[src/rtl/irrigation_zone_timer.sv]
// irrigation_zone_timer: per-zone irrigation countdown with shared 1 s prescaler and clear arbitration
module irrigation_zone_timer #(
    parameter int CHANNELS = 2,
    parameter int DUR_W    = 8,
    parameter int TICK_DIV = 50000000
) (
    input  logic                      i_clock,
    input  logic                      i_reset,
    input  logic [CHANNELS-1:0]       i_irrigation_on,
    input  logic [CHANNELS-1:0]       i_irrigation_switch_pulse,
    input  logic [CHANNELS-1:0]       i_conflicting_values,
    input  logic                      i_forced_reset_from_button,
    input  logic [CHANNELS*DUR_W-1:0] i_duration,
    output logic [CHANNELS-1:0]       o_running,
    output logic [CHANNELS-1:0]       o_expired,
    output logic [CHANNELS*DUR_W-1:0] o_remaining,
    output logic [CHANNELS-1:0]       o_timer_reset,
    output logic                      o_tick
);
    localparam int CNT_W = $clog2(TICK_DIV);
    typedef enum logic [1:0] {IDLE, RUN, DONE} state_t;
    logic [CNT_W-1:0] r_cnt;
    logic             w_tick;
    assign w_tick = r_cnt == CNT_W'(TICK_DIV - 1);
    assign o_tick = w_tick;
    // shared free-running prescaler, only reset restarts it
    always_ff @(posedge i_clock) begin
        if (i_reset) r_cnt <= '0;
        else         r_cnt <= w_tick ? '0 : r_cnt + CNT_W'(1);
    end
    for (genvar i = 0; i < CHANNELS; i++) begin : g_ch
        state_t           r_state, w_next;
        logic [DUR_W-1:0] r_rem, w_rem_next, w_dur;
        logic             r_exp, w_exp_next, r_trst, w_clr;
        assign w_dur = i_duration[i*DUR_W +: DUR_W];
        assign w_clr = ~i_irrigation_on[i] | ~i_forced_reset_from_button
                     | i_conflicting_values[i] | i_irrigation_switch_pulse[i];
        // next state: clear always beats tick/expiry; load only from IDLE
        always_comb begin
            w_next     = r_state;
            w_rem_next = r_rem;
            w_exp_next = 1'b0;
            case (r_state)
                IDLE: if (!w_clr) begin
                    w_rem_next = w_dur;
                    w_next     = |w_dur ? RUN : DONE;
                    w_exp_next = ~|w_dur;
                end
                RUN: if (w_clr) begin
                    w_next     = IDLE;
                    w_rem_next = '0;
                end else if (w_tick) begin
                    w_rem_next = r_rem - DUR_W'(1);
                    w_next     = r_rem == DUR_W'(1) ? DONE : RUN;
                    w_exp_next = r_rem == DUR_W'(1);
                end
                DONE: w_next = w_clr ? IDLE : DONE;
                default: begin
                    w_next     = IDLE;
                    w_rem_next = '0;
                end
            endcase
        end
        // channel state, counter, expiry pulse and registered clear
        always_ff @(posedge i_clock) begin
            if (i_reset) begin
                r_state <= IDLE;
                r_rem   <= '0;
                r_exp   <= 1'b0;
                r_trst  <= 1'b0;
            end else begin
                r_state <= w_next;
                r_rem   <= w_rem_next;
                r_exp   <= w_exp_next;
                r_trst  <= w_clr;
            end
        end
        assign o_running[i]                 = r_state == RUN;
        assign o_expired[i]                 = r_exp;
        assign o_timer_reset[i]             = r_trst;
        assign o_remaining[i*DUR_W +: DUR_W] = r_rem;
    end
endmodule

[config.mk]
export PLATFORM = sky130hd
export DESIGN_NAME = irrigation_zone_timer
export DESIGN_NICKNAME = d
export VERILOG_FILES = /design/src/rtl/irrigation_zone_timer.sv
export SDC_FILE = /design/constraint.sdc
export NUM_CORES = 1
export LEC_CHECK = 0
export BUFFER_PORTS_ARGS = -buffer_cell sky130_fd_sc_hd__buf_2
export CAP_MARGIN = 10
export CELL_PAD_IN_SITES_DETAIL_PLACEMENT = 1
export CELL_PAD_IN_SITES_GLOBAL_PLACEMENT = 2
export CORE_ASPECT_RATIO = 0.6
export CORE_MARGIN = 4
export CORE_UTILIZATION = 32
export DETAILED_ROUTE_END_ITERATION = 6
export PLACE_DENSITY_LB_ADDON = 0.1
export REMOVE_ABC_BUFFERS = 1
export SYNTH_ARGS = -nofsm -noshare
export SYNTH_HDL_FRONTEND = slang
export SYNTH_SLANG_ARGS = --single-unit
[constraint.sdc]
create_clock -name i_clock -period 2.35 [get_ports i_clock]
set_input_delay 0.1175 -clock i_clock [delete_from_list [all_inputs] [get_ports i_clock]]
set_output_delay 0.1175 -clock i_clock [all_outputs]
set_load 0.02 [all_outputs]
After elaboration in Yosys (flattened, before gate mapping)
Cells that the tools add are included.
{ "op_classes": {"addsub": 3, "mul": 0, "div": 0, "order_cmp": 0, "eq_ne": 11, "shifts": 0, "muxes": 30, "n_bitwise": 11, "reduce_logical": 11} }
{ "op_table": {"columns": ["cell", "n"], "rows": [
  ["$mux 8", 6],
  ["$pmux 8 s3", 2],
  ["$add 26x1->26 const B", 1],
  ["$eq 26x26->1 const B", 1],
  ["$mux 2", 12],
  ["$eq 8x1->1 const B", 2],
  ["$reduce_or 8->1", 2],
  ["$sub 8x1->8 const B", 2],
  ["$pmux 2 s3", 2],
  ["$mux 1", 6],
  ["$ne 3x1->1 const B", 2],
  ["$or 1x1->1", 6],
  ["$reduce_and 3->1", 2],
  ["$not 1->1", 5],
  ["$eq 2x1->1 const B", 2],
  ["$eq 2x2->1 const B", 2],
  ["$logic_not 2->1", 2],
  ["$ne 2x2->1 const B", 2],
  ["$pmux 1 s2", 2],
  ["$reduce_and 2->1", 2],
  ["$logic_not 1->1", 2],
  ["$reduce_or 2->1", 1]
]} }
{ "totals": {"regBits": 50, "latch_bits": 0, "ramBits": 0, "mem_bits_ro": 0, "in_bits": 25, "output_inout_bits": 23, "word_cells": 75, "mem_count": 0} }

Logic depth before layout (Yosys ltp)
Gate-level depths: netlist of run 1.
{ "logic_depth": {"ltp_word": 6, "depth_mapped": 9, "mapped_depth_nobuf": 8} }

Worst setup path after synthesis of run 1
No wires, ideal clock.
{ "synth_path": {"kind": "flip-flop to flip-flop", "startpoint": "register g_ch[0].r_state[0]", "endpoint": "register g_ch[0].r_rem[1]", "setup_time_ns": 0.128, "t_arrival_ns": 1.691, "t_required_ns": 2.222, "slack_ns": 0.531, "path_stages_with_launch": 7, "n_path_buf": 1, "synth_period_minus_slack_ns": 1.819, "cell_sequence": "dfxtp_1 clkbuf_1 nor2b_1 nand2_1 o21bai_2 mux2i_1 nor2_1"} }
{ "synth_via": {"elab_chain_len": 3, "word_cells_on_any_way": 8, "cone_classes": "eq/ne (4); mux (1); bitwise (1); reduce/logical (2)"} }
{ "synth_rtl": {"columns": ["element", "line", "text"], "rows": [
  ["start: declaration", "32", "state_t r_state, w_next;"],
  ["start signal: assignment", "72", "r_state <= w_next;"],
  ["$eq 2x1->1 *", null, null],
  ["net o_running[0]", "14", "output logic [CHANNELS-1:0] o_running,"],
  ["$ne 3x1->1 (no source line)", null, null],
  ["$reduce_and 3->1 (no source line)", null, null],
  ["end signal: assignment", "73", "r_rem <= w_rem_next;"],
  ["end: declaration", "33", "logic [DUR_W-1:0] r_rem, w_rem_next, w_dur;"]
]} }
Mark *: on every way through the listed nets, which the timed path passes. The rest lies on a longest branch.
A chain may end at the register's enable or synchronous reset.

Final worst setup path of run 1
{ "layout_path": {"startpoint": "register g_ch[0].r_rem[0]", "endpoint": "register g_ch[0].r_rem[4]"} }
{ "layout_via": {"elab_chain_len": 4} }
{ "layout_rtl": {"columns": ["element", "line", "text"], "rows": [
  ["$sub 8x1->8", "53", "w_rem_next = r_rem - DUR_W'(1);"],
  ["$mux 8", "52", "end else if (w_tick) begin"],
  ["$mux 8", "49", "RUN: if (w_clr) begin"],
  ["$pmux 8 s3", "43", "case (r_state)"]
]} }
Every way passes these cells. The select of a mux whose other input is x is not followed.

==> results of run 1 <==
==> per-stage QoR <==
stage | utilization [%] | setup slack (ns)
after floorplan | - | -0.007518
after global placement | 38.23 | 0.4695
after detailed placement | 38.23 | 0.3941
after CTS | 40.37 | 0.3181
after global routing | 40.37 | 0.1587
final | 40.37 | 0.3327
==> worst reg2reg max path: stages (launching register included) <==
cell and delay, ns:
dfxtp_1 0.37, inv_1 0.11, ha_1 0.18, nor3b_1 0.49, or2_2 0.22, nand3_1 0.08
a31oi_1 0.19, a221oi_1 0.07, a211oi_1 0.22
==> kinds of logic (layout without fill, tap and decap cells) <==
group	after synthesis	count (layout)	share of synthesized area [%]
xor+xnor	24	24	7.602
buf+inv	32	74	5.520
mux	2	2	0.7240
flops	50	50	36.20
fa+ha+maj	5	5	2.262
compound gates	70	70	15.70
simple gates	164	164	31.99
==> layer usage <==
metal | share of wire, % | routed length, um | track usage, % | vias up
met5 | 0 | 0 | 0 | -
met1 | 54 | 4406 | 24.67 | 1223
li1 | - | - | - | 1307
met2 | 41 | 3335 | 25.05 | 43
met4 | 1.1 | 87 | 4.555 | 0
met3 | 3.6 | 295 | 3.877 | 8
==> where the power goes <==
group          internal [mW]  leakage, nW  switching (mW)
Clock                  0.511       0.0819           0.364
Combinational         0.0721        0.778           0.103
Sequential             0.862        0.405          0.0168
Total                   1.45         1.27           0.484
==> flip-flops by register name (all words and copies together) (netlist names) <==
signal / cells
g_ch.r_state: 4
r_cnt: 26
g_ch.r_exp: 2
g_ch.r_trst: 2
g_ch.r_rem: 16
==> how the worst max path moves through the flow <==
stage	endpoint	cells past startpoint
2_1_floorplan	r_cnt[10]	6
3_3_place_gp	g_ch[0].r_rem[6]	7
3_5_place_dp	g_ch[0].r_rem[6]	7
4_1_cts	o_tick	6
5_1_grt	g_ch[0].r_rem[4]	8
6_report	g_ch[0].r_rem[4]	8
==> cells in the mapped netlist (2+ instances only) <==
master / instances / area share [%]
nor4_1: 8 / 1.8
nor3b_1: 4 / 1.1
a211oi_1: 5 / 1.4
or2_2: 3 / 0.68
nand2_1: 27 / 3.7
xnor2_1: 14 / 4.4
nor2_2: 2 / 0.45
a22oi_1: 3 / 0.81
o21ai_0: 13 / 2.4
clkbuf_1: 12 / 1.6
dfxtp_1: 50 / 36
and4b_1: 2 / 0.72
ha_1: 5 / 2.3
nor2b_1: 6 / 1.4
inv_1: 11 / 1.5
a31oi_1: 11 / 2.5
a221oi_1: 2 / 0.63
xor2_1: 10 / 3.2
nor2_1: 52 / 7.1
and3_1: 4 / 0.90
a21oi_1: 20 / 3.6
mux2i_1: 2 / 0.72
buf_2: 2 / 0.36
nand3_1: 11 / 2.0
nor3_1: 14 / 2.5
nand2b_1: 4 / 0.90
nand4_1: 5 / 1.1
a311oi_1: 2 / 0.63
and2_1: 3 / 0.68
or3_1: 7 / 1.6
and4bb_1: 2 / 0.90
a2bb2oi_1: 3 / 0.95
buf_4: 6 / 1.6
o21ai_1: 4 / 0.72
==> area by class of cell <==
cell class	instances	area [um^2]	area share, %
Tap cell	108	135.1	4.116
Clock buffer	5	125.1	3.811
Sequential cell	50	1001	30.49
Inverter	11	41.29	1.258
Clock inverter	3	48.80	1.486
Timing Repair Buffer	55	320.3	9.756
Multi-Input combinational cell	265	1612	49.09
==> placed cells by master (no fill, tap or decap), types with 2 or more instances in the layout <==
cell type / Yosys / routed
buf_4: 6 / 6
nor2_2: 2 / 2
inv_1: 11 / 11
or3_1: 7 / 7
nor3b_1: 4 / 4
o21ai_0: 13 / 13
and3_1: 4 / 4
a21oi_1: 20 / 20
dfxtp_1: 50 / 50
xnor2_1: 14 / 14
nand4_1: 5 / 5
ha_1: 5 / 5
and4bb_1: 2 / 2
o21ai_1: 4 / 4
and2_1: 3 / 3
nor2_1: 52 / 52
a31oi_1: 11 / 11
mux2i_1: 2 / 2
a2bb2oi_1: 3 / 3
nand2b_1: 4 / 4
nor4_1: 8 / 8
a22oi_1: 3 / 3
clkbuf_16: 0 / 5
and4b_1: 2 / 2
or2_2: 3 / 3
xor2_1: 10 / 10
buf_12: 0 / 2
nand2_1: 27 / 27
a221oi_1: 2 / 2
buf_2: 2 / 47
a311oi_1: 2 / 2
nor3_1: 14 / 14
a211oi_1: 5 / 5
nor2b_1: 6 / 6
nand3_1: 11 / 11
==> impl_metrics.tcl, run 1 <==
set metrics [dict create \
    clock_skew_ns 0.006546 \
    cts_max_level 2 \
    layout_min_cycle_time_ns 2.017 \
    numCtsBuffers 5 \
    hold_path_class "input pin to register" \
    routed_wl_mm 8.124 \
    fin_setup_tns_ns 0 \
    ctsHoldBuffers 0 \
    cts.sinks 50 \
    syn_inst 347 \
    synth_edf_count 0 \
    ys_async_sr_fraction_pct 0 \
    reg2reg_slack_ns 0.33 \
    cts_tree "built" \
    status "finished, final reports clean" \
    syn_to_final_growth_pct 18.73 \
    n_fill_cell 1007 \
    post_layout_nonfiller_instances 497 \
    crit_path_end_kind "register" \
    synthDistinctLibCells 52 \
    drive_gt1_share_pct 19.02 \
    fin_crit_sh_pct 85.84 \
    max_stage_delay_ns 0.49 \
    whs_endpoint "g_ch[1].r_rem[1]" \
    ant_nets 0 \
    nets 418 \
    crit_fanout 6 \
    mappedNetlistArea_um2 2765 \
    dp_hpwl_mm 6.083 \
    via_per_inst 5.193 \
    vias 2581 \
    wl_per_cell_um 16.35 \
    hold_path_depth 3 \
    grt_max_degree 25 \
    worstSetupPathType "register to register" \
    track_usage_pct 17.00 \
    fp.dieArea_um2 10240 \
    ys_ff_latch 50 \
    worstReg2RegEnd "g_ch[0].r_rem[4]" \
    startpoint_type "register" \
    dp_cells 489 \
    p_leak_nw 1.265 \
    yosys_most_used_dff "dfxtp_1" \
    path_cells "inv_1 -> ha_1 -> nor3b_1 -> or2_2 -> nand3_1 -> a31oi_1 -> a221oi_1 -> a211oi_1" \
    dr.first_iter.drc_count 147 \
    crit_family "simple AND/OR/NAND/NOR gates" \
    ctsResizeCount 0 \
    critPathArrivalTime_ns 2.23 \
    holdWs_ns 0.1689 \
    r2r_start "g_ch[0].r_rem[0]" \
    hold_viol 0 \
    cp_slowest_cell "nor3b_1" \
    antennaDiodeCount 0 \
    slew_headroom_pct 52.57 \
    setup_violations 0 \
    first_global_vias 2669 \
    seq_area_frac_synth_pct 36.20 \
    antenna_found_initial 0 \
    ff2ff_path_depth 8 \
    io_buffers 47 \
    clock_latency_ns 0.30 \
    grt-ovfl-total 0 \
    row_count 25 \
    clockRootBuffer "clkbuf_16" \
    yosys_warnings 0 \
    cts_setup_buffers 0 \
    max-clock-path-buffers 2 \
    critPathLaunch "g_ch[0].r_rem[0]" \
    routabilityCongestion 0.8243 \
    rsz0062_at_grt "no" \
    drc 0 \
    cap_violations 0 \
    io_pins 48 \
    firstDrtPassIters 4 \
    die_w_um 128.0 \
    power.density_nw_per_um2 587.6 \
    fin_area_um2 3283 \
    die_y_um 80.01 \
    fmax_mhz 495.7 \
    worstPathRequired_ns 2.57 \
    total_power_mw 1.929 \
    core_area_um2 8133 \
    critPathBufInv 1 \
    clk_pin_slew_ns 0.07 \
    slew_violations 0 \
    place_area_um2 3109 \
    syn_avg_cell_area_um2 7.969 \
    ir_drop_v 0.0002460 \
    tightestPinTransition_ns 0.7049 \
    min_from "i_duration[9]" \
    initial_core_util_pct 34.00 \
    grt_pass1_wl_mm 13.79 \
]
No activity file was read; power rests on OpenSTA's default activity.
==> run 2, diff against run 1 <==
--- a/config.mk
+++ b/config.mk
@@ -5,13 +5,14 @@
 export SDC_FILE = /design/constraint.sdc
 export NUM_CORES = 1
 export LEC_CHECK = 0
+export ABC_AREA = 1
 export BUFFER_PORTS_ARGS = -buffer_cell sky130_fd_sc_hd__buf_2
 export CAP_MARGIN = 10
 export CELL_PAD_IN_SITES_DETAIL_PLACEMENT = 1
 export CELL_PAD_IN_SITES_GLOBAL_PLACEMENT = 2
 export CORE_ASPECT_RATIO = 0.6
 export CORE_MARGIN = 4
-export CORE_UTILIZATION = 32
+export CORE_UTILIZATION = 30
 export DETAILED_ROUTE_END_ITERATION = 6
 export PLACE_DENSITY_LB_ADDON = 0.1
 export REMOVE_ABC_BUFFERS = 1
==> run 2 against run 1 <==
  * Wire length increased by 27%
  * Core utilization shrank 4.1 points
  * Critical path depth is the same
  * Total power up 2.0%
  * Area after synthesis up 13%
  * Via count is 25% higher
  * Clock power decreased by 14%
  * Final cell count grew 37%
  * Largest cell class unchanged
  * Highest routed layer unchanged
==> impl_metrics.tcl, run 2 <==
set metrics [dict create \
    status "finished, final reports clean" \
    largest_reg_flops 26 \
    synth_edf_count 0 \
    path_cells "ha_1 -> nand2_1 -> inv_2 -> nand2_2 -> inv_1 -> nand4_1 -> nor4_1 -> buf_2" \
    fin_area_um2 3637 \
    clock_latency_ns 0.29 \
    initial_core_util_pct 31.18 \
    cts_tree "built" \
    dr.first_iter.drc_count 180 \
    syn_to_final_growth_pct 16.42 \
    ir_drop_v 0.0003007 \
    max_stage_delay_ns 0.41 \
    critPathArrivalTime_ns 1.91 \
    cts.sinks 50 \
    slew_violations 0 \
    cts_setup_buffers 0 \
    crit_fanout 6 \
    cap_violations 0 \
    fmax_mhz 493.7 \
    ys_ff_latch 50 \
    reg2reg_slack_ns 0.39 \
    tightestPinTransition_ns 0.5634 \
    ff2ff_path_depth 8 \
    hold_viol 0 \
    ctsHoldBuffers 0 \
    clock_skew_ns 0.005925 \
    ys_async_sr_fraction_pct 0 \
    syn_avg_cell_area_um2 6.324 \
    first_global_vias 3085 \
    max-clock-path-buffers 2 \
    holdWs_ns 0.1305 \
    mappedNetlistArea_um2 3124 \
    setup_violations 0 \
    p_leak_nw 1.610 \
    antennaDiodeCount 0 \
    wl_per_cell_um 15.23 \
    switchingPower_uw 558.6 \
    p_comb_share_pct 15.8 \
    routed_wl_mm 10.34 \
    layout_min_cycle_time_ns 2.025 \
    crit_family "simple AND/OR/NAND/NOR gates" \
    synthDistinctLibCells 36 \
    top_register "r_cnt" \
    top_regs "r_cnt x26, g_ch.r_rem x16, g_ch.r_state x4" \
    track_usage_pct 17.45 \
    synth_most_common_cell "nand2_1" \
    yosys_most_used_dff "dfxtp_1" \
    yosys-top-cells-area "dfxtp_1, nand2_1, nor2_1" \
    path_depth 8 \
    die_w_um 139.7 \
    io_pins 48 \
    startpoint_type "register" \
    clk_pin_slew_ns 0.07 \
    drive_gt1_share_pct 16.36 \
    grt_pass1_wl_mm 16.84 \
    rsz0062_at_grt "no" \
    crit_path_end_kind "primary output" \
    grt-ovfl-total 0 \
    place_area_um2 3490 \
    synth_top_area_share_pct 32.04 \
    clockRootBuffer "clkbuf_16" \
    hold_path_depth 2 \
    nets 573 \
    dp_cells 671 \
    numCtsBuffers 5 \
    routabilityCongestion 0.8417 \
    dp_hpwl_mm 8.360 \
    core_area_um2 10020 \
    clkPwrFrac_pct 38.2 \
    layout_common_cells "nand2_1, nor2_1, inv_1" \
    die_y_um 87.05 \
    p_int_mw 1.408 \
    synth_area_leader_cell "dfxtp_1" \
    vias 3239 \
    ctsResizeCount 0 \
    fin_setup_tns_ns 0 \
    worstPathRequired_ns 2.23 \
    yosys_warnings 0 \
    ant_nets 0 \
    total_power_mw 1.967 \
    firstDrtPassIters 5 \
    grt_max_degree 27 \
    seq_area_frac_synth_pct 32.04 \
    drc 0 \
    post_layout_nonfiller_instances 679 \
    slew_headroom_pct 62.31 \
    antenna_found_initial 0 \
    multi_input_area_um2 1833 \
    row_count 28 \
    cts_max_level 2 \
    seq_area_um2 1001 \
    fp.dieArea_um2 12160 \
    hold_path_class "input pin to register" \
    cp_slowest_cell "dfxtp_1" \
    syn_inst 494 \
    netlist_top_cells_count "nand2_1, nor2_1, inv_1" \
    power.density_nw_per_um2 540.8 \
    p_sw_share_pct 28.40 \
    mostFrequentLayoutCell "nand2_1" \
    worstSetupPathType "register to primary output" \
    via_per_inst 4.770 \
    io_buffers 47 \
    n_fill_cell 1358 \
    critPathBufInv 3 \
    fin_crit_sh_pct 86.18 \
    seq_power_share_pct 46.0 \
]
run 2: cell count changes in the layout (fill, tap and decap cells not counted), sizes merged, moves of 9 or more:
cell | previous run | this run
nand2 | 27 | 142
nor2 | 54 | 105
inv | 12 | 58
nand3 | 11 | 38
xnor2 | 14 | 2
a31oi | 11 | 0
nor3 | 16 | 7
run 2: path summary, 6_finish.rpt:
path,to,startpoint
hold / removal,g_ch[0].r_state[0],i_reset
hold reg to reg,r_cnt[22],r_cnt[22]
setup reg to reg,r_cnt[14],r_cnt[0]
setup / recovery,o_tick,r_cnt[0]
run 2: cell type report:
type / count / share of cell area (%)
Timing Repair Buffer: 51 / 7.293
Inverter: 59 / 6.089
Sequential cell: 50 / 27.52
Tap cell: 135 / 4.644
Clock inverter: 1 / 0.1376
Multi-Input combinational cell: 376 / 50.40
Clock buffer: 7 / 3.922
run 2: power groups by stage:
stage                     clock network [mW]  logic [mW]  registers [mW]
after floorplan                            0       0.184           0.943
after global placement                     0       0.310           0.924
after detailed placement                   0       0.312           0.925
after CTS                              0.792       0.314           0.905
after global routing                   0.822       0.359           0.910
final                                  0.751       0.311           0.905
run 2: kinds of logic (layout without fill, tap and decap cells):
kind of cell,count (synthesis),count (layout),share of synthesized area [%]
AND/OR/NAND/NOR,318,318,46.26
buffers and inverters,68,118,9.291
adder cells (fa/ha/maj),5,5,2.002
flip-flops,50,50,32.04
AO/OA/AOI/OAI,43,43,7.609
XOR/XNOR,10,10,2.804
run 2: layer usage:
metal  part of all wire (%)  track usage (%)
met1                     59            29.29
met2                     34            21.54
met3                    7.3            4.553
met4                   0.43            2.111
met5                      0                0
run 2: through the flow:
| step | utilization, % | setup slack (ns) |
|---|---|---|
| final | 36.30 | 0.3247 |
| after global routing | 36.30 | 0.09204 |
| after CTS | 36.30 | 0.2765 |
| after detailed placement | 34.83 | 0.3954 |
| after global placement | 34.83 | 0.5051 |
| after floorplan | - | 0.6046 |
==> run 3, diff against run 2 <==
--- a/config.mk
+++ b/config.mk
@@ -5,15 +5,14 @@
 export SDC_FILE = /design/constraint.sdc
 export NUM_CORES = 1
 export LEC_CHECK = 0
-export ABC_AREA = 1
-export BUFFER_PORTS_ARGS = -buffer_cell sky130_fd_sc_hd__buf_2
 export CAP_MARGIN = 10
 export CELL_PAD_IN_SITES_DETAIL_PLACEMENT = 1
 export CELL_PAD_IN_SITES_GLOBAL_PLACEMENT = 2
 export CORE_ASPECT_RATIO = 0.6
 export CORE_MARGIN = 4
-export CORE_UTILIZATION = 30
+export CORE_UTILIZATION = 37
 export DETAILED_ROUTE_END_ITERATION = 6
+export DONT_BUFFER_PORTS = 1
 export PLACE_DENSITY_LB_ADDON = 0.1
 export REMOVE_ABC_BUFFERS = 1
 export SYNTH_ARGS = -nofsm -noshare
==> run 3 against run 2 <==
  * Total power shrank 4.7%
  * Critical path depth shrank 1
  * Clock skew shrank 0.0026 ns
  * Final cell count shrank 34%
  * Non-clock buffer count shrank 38
  * Cell area shrank 16%
  * Count of clock-buffer cells in the layout shrank 2
  * Die area shrank 26%
  * Sequential cell count is the same
  * Global-route usage grew 0.14 points
  * First-iteration DRC count shrank 21%
  * Critical path type is now register to register
  * Largest cell class unchanged
  * Largest power group unchanged
==> impl_metrics.tcl, run 3 (same netlist as run 1, synthesis figures left out) <==
set metrics [dict create \
    dp_cells 442 \
    post_layout_nonfiller_instances 451 \
    clock_latency_ns 0.30 \
    clock_skew_ns 0.003308 \
    drc 0 \
    antenna_found_initial 0 \
    p_leak_nw 1.085 \
    startpoint_type "register" \
    hold_viol 0 \
    nets 376 \
    io_buffers 0 \
    wl_per_cell_um 16.78 \
    slew_headroom_pct 26.55 \
    top_register "r_cnt" \
    die_w_um 119.6 \
    dr.first_iter.drc_count 142 \
    core_area_um2 7267 \
    cap_violations 0 \
    routabilityCongestion 0.7648 \
    die_y_um 74.96 \
    grt_max_degree 26 \
    cts_tree "built" \
    firstDrtPassIters 4 \
    grt-ovfl-total 0 \
    largest_reg_flops 26 \
    setup_violations 0 \
    first_global_vias 2353 \
    routed.top_layer "met4" \
    row_count 24 \
    via_per_inst 5.324 \
    path_cells "ha_1 -> nand2_1 -> or2_1 -> nor3_4 -> o21bai_2 -> or3_1 -> a21oi_1" \
    wl_met2_mm 2.901 \
    worstSetupPathType "register to register" \
    grt_pass1_wl_mm 12.34 \
    ir_drop_v 0.0002304 \
    mostFrequentLayoutCell "nor2_1" \
    track_usage_pct 17.59 \
    met3_wirelength_um 414 \
    cts_max_level 2 \
    layout_min_cycle_time_ns 2.096 \
    slew_violations 0 \
    dp_hpwl_mm 5.511 \
    routed_wl_mm 7.570 \
    initial_core_util_pct 38.05 \
    critPathArrivalTime_ns 2.32 \
    ctsResizeCount 0 \
    worstPathRequired_ns 2.57 \
    total_power_mw 1.875 \
    multi_input_area_um2 1618 \
    fmax_mhz 477.2 \
    cts.sinks 50 \
    power.density_nw_per_um2 612.9 \
    antennaDiodeCount 0 \
    fin_crit_sh_pct 89.17 \
    tightestPinTransition_ns 1.098 \
    vias 2401 \
    status "finished, final reports clean" \
    cp_slowest_cell "or3_1" \
    wl_met1_mm 4.189 \
    fp.dieArea_um2 8966 \
    max_stage_delay_ns 0.38 \
    seq_area_um2 1001 \
    numCtsBuffers 5 \
    layout_common_cells "nor2_1, dfxtp_1, nand2_1" \
    crit_path_end_kind "register" \
    io_pins 48 \
    hold_path_class "input pin to register" \
    clockRootBuffer "clkbuf_16" \
    top_regs "r_cnt x26, g_ch.r_rem x16, g_ch.r_state x4" \
    fin_setup_tns_ns 0 \
    ant_nets 0 \
    rsz0062_at_grt "no" \
    n_fill_cell 893 \
    crit_fanout 7 \
    max-clock-path-buffers 2 \
    syn_to_final_growth_pct 10.63 \
    clk_pin_slew_ns 0.07 \
    drive_gt1_share_pct 8.934 \
]
run 3: cell types whose count changed in the layout (fill, tap and decap cells not counted), sizes merged, moves of 8 or more:
cell and change:
nand2 -115, nor2 -51, inv -46, buf -39
nand3 -27, xnor2 +12, a31oi +11, nor3 +9
nor4 +8
run 3: layout make-up:
class                           count  share of cell area [%]
Clock buffer                        5                   4.090
Clock inverter                      3                   1.431
Inverter                           11                   1.350
Multi-Input combinational cell    265                   52.88
Sequential cell                    50                   32.72
Tap cell                          104                   4.254
Timing Repair Buffer               13                   3.272
run 3: power breakdown:
group | internal (mW) | switching (mW) | total, mW
Clock | 0.505 | 0.352 | 0.857
Sequential | 0.863 | 0.0314 | 0.894
Combinational | 0.0505 | 0.0732 | 0.124
run 3: worst max-delay path: cells and delay by family (launching register included):
kind                     cells  cell delay [ns]
adder cells (fa/ha/maj)      1             0.22
flip-flops                   1             0.36
AND/OR/NAND/NOR              4             1.08
AO/OA/AOI/OAI                2             0.35
run 3: what timing repair did:
action                                 4_1_cts  5_1_grt
setup buffers                                0        0
hold buffers                                 1        0
endpoints found under the hold margin       25        0
run 3: metal layers:
layer | track usage (%) | vias to the layer above
li1 | - | 1219
met1 | 25.96 | 1137
met2 | 24.19 | 39
met3 | 6.532 | 6
met4 | 3.934 | 0
met5 | 0 | -
run 3: path summary, 6_finish.rpt:
check	from	end	slack, ns	depth (start not counted)
worst min register to register	r_cnt[0]	r_cnt[0]	0.45	1
worst max register to register	r_cnt[0]	g_ch[0].r_rem[6]	0.25	7
worst max-delay path	r_cnt[0]	g_ch[0].r_rem[6]	0.25	7
worst min-delay path	i_duration[9]	g_ch[1].r_rem[1]	0.04	2
run 3: metrics by stage:
stage / instance area, um^2 / utilization [%] / hold slack (ns) / setup slack, ns
global placement: 2880 / 39.64 / 0.1907 / 0.3324
detailed placement: 2880 / 39.64 / 0.1938 / 0.2775
CTS: 3059 / 42.10 / 0.04346 / 0.2333
global route: 3059 / 42.10 / 0.05471 / 0.1188
finish: 3059 / 42.10 / 0.04487 / 0.2544
floorplan: 2654 / - / 0.1866 / -0.007518
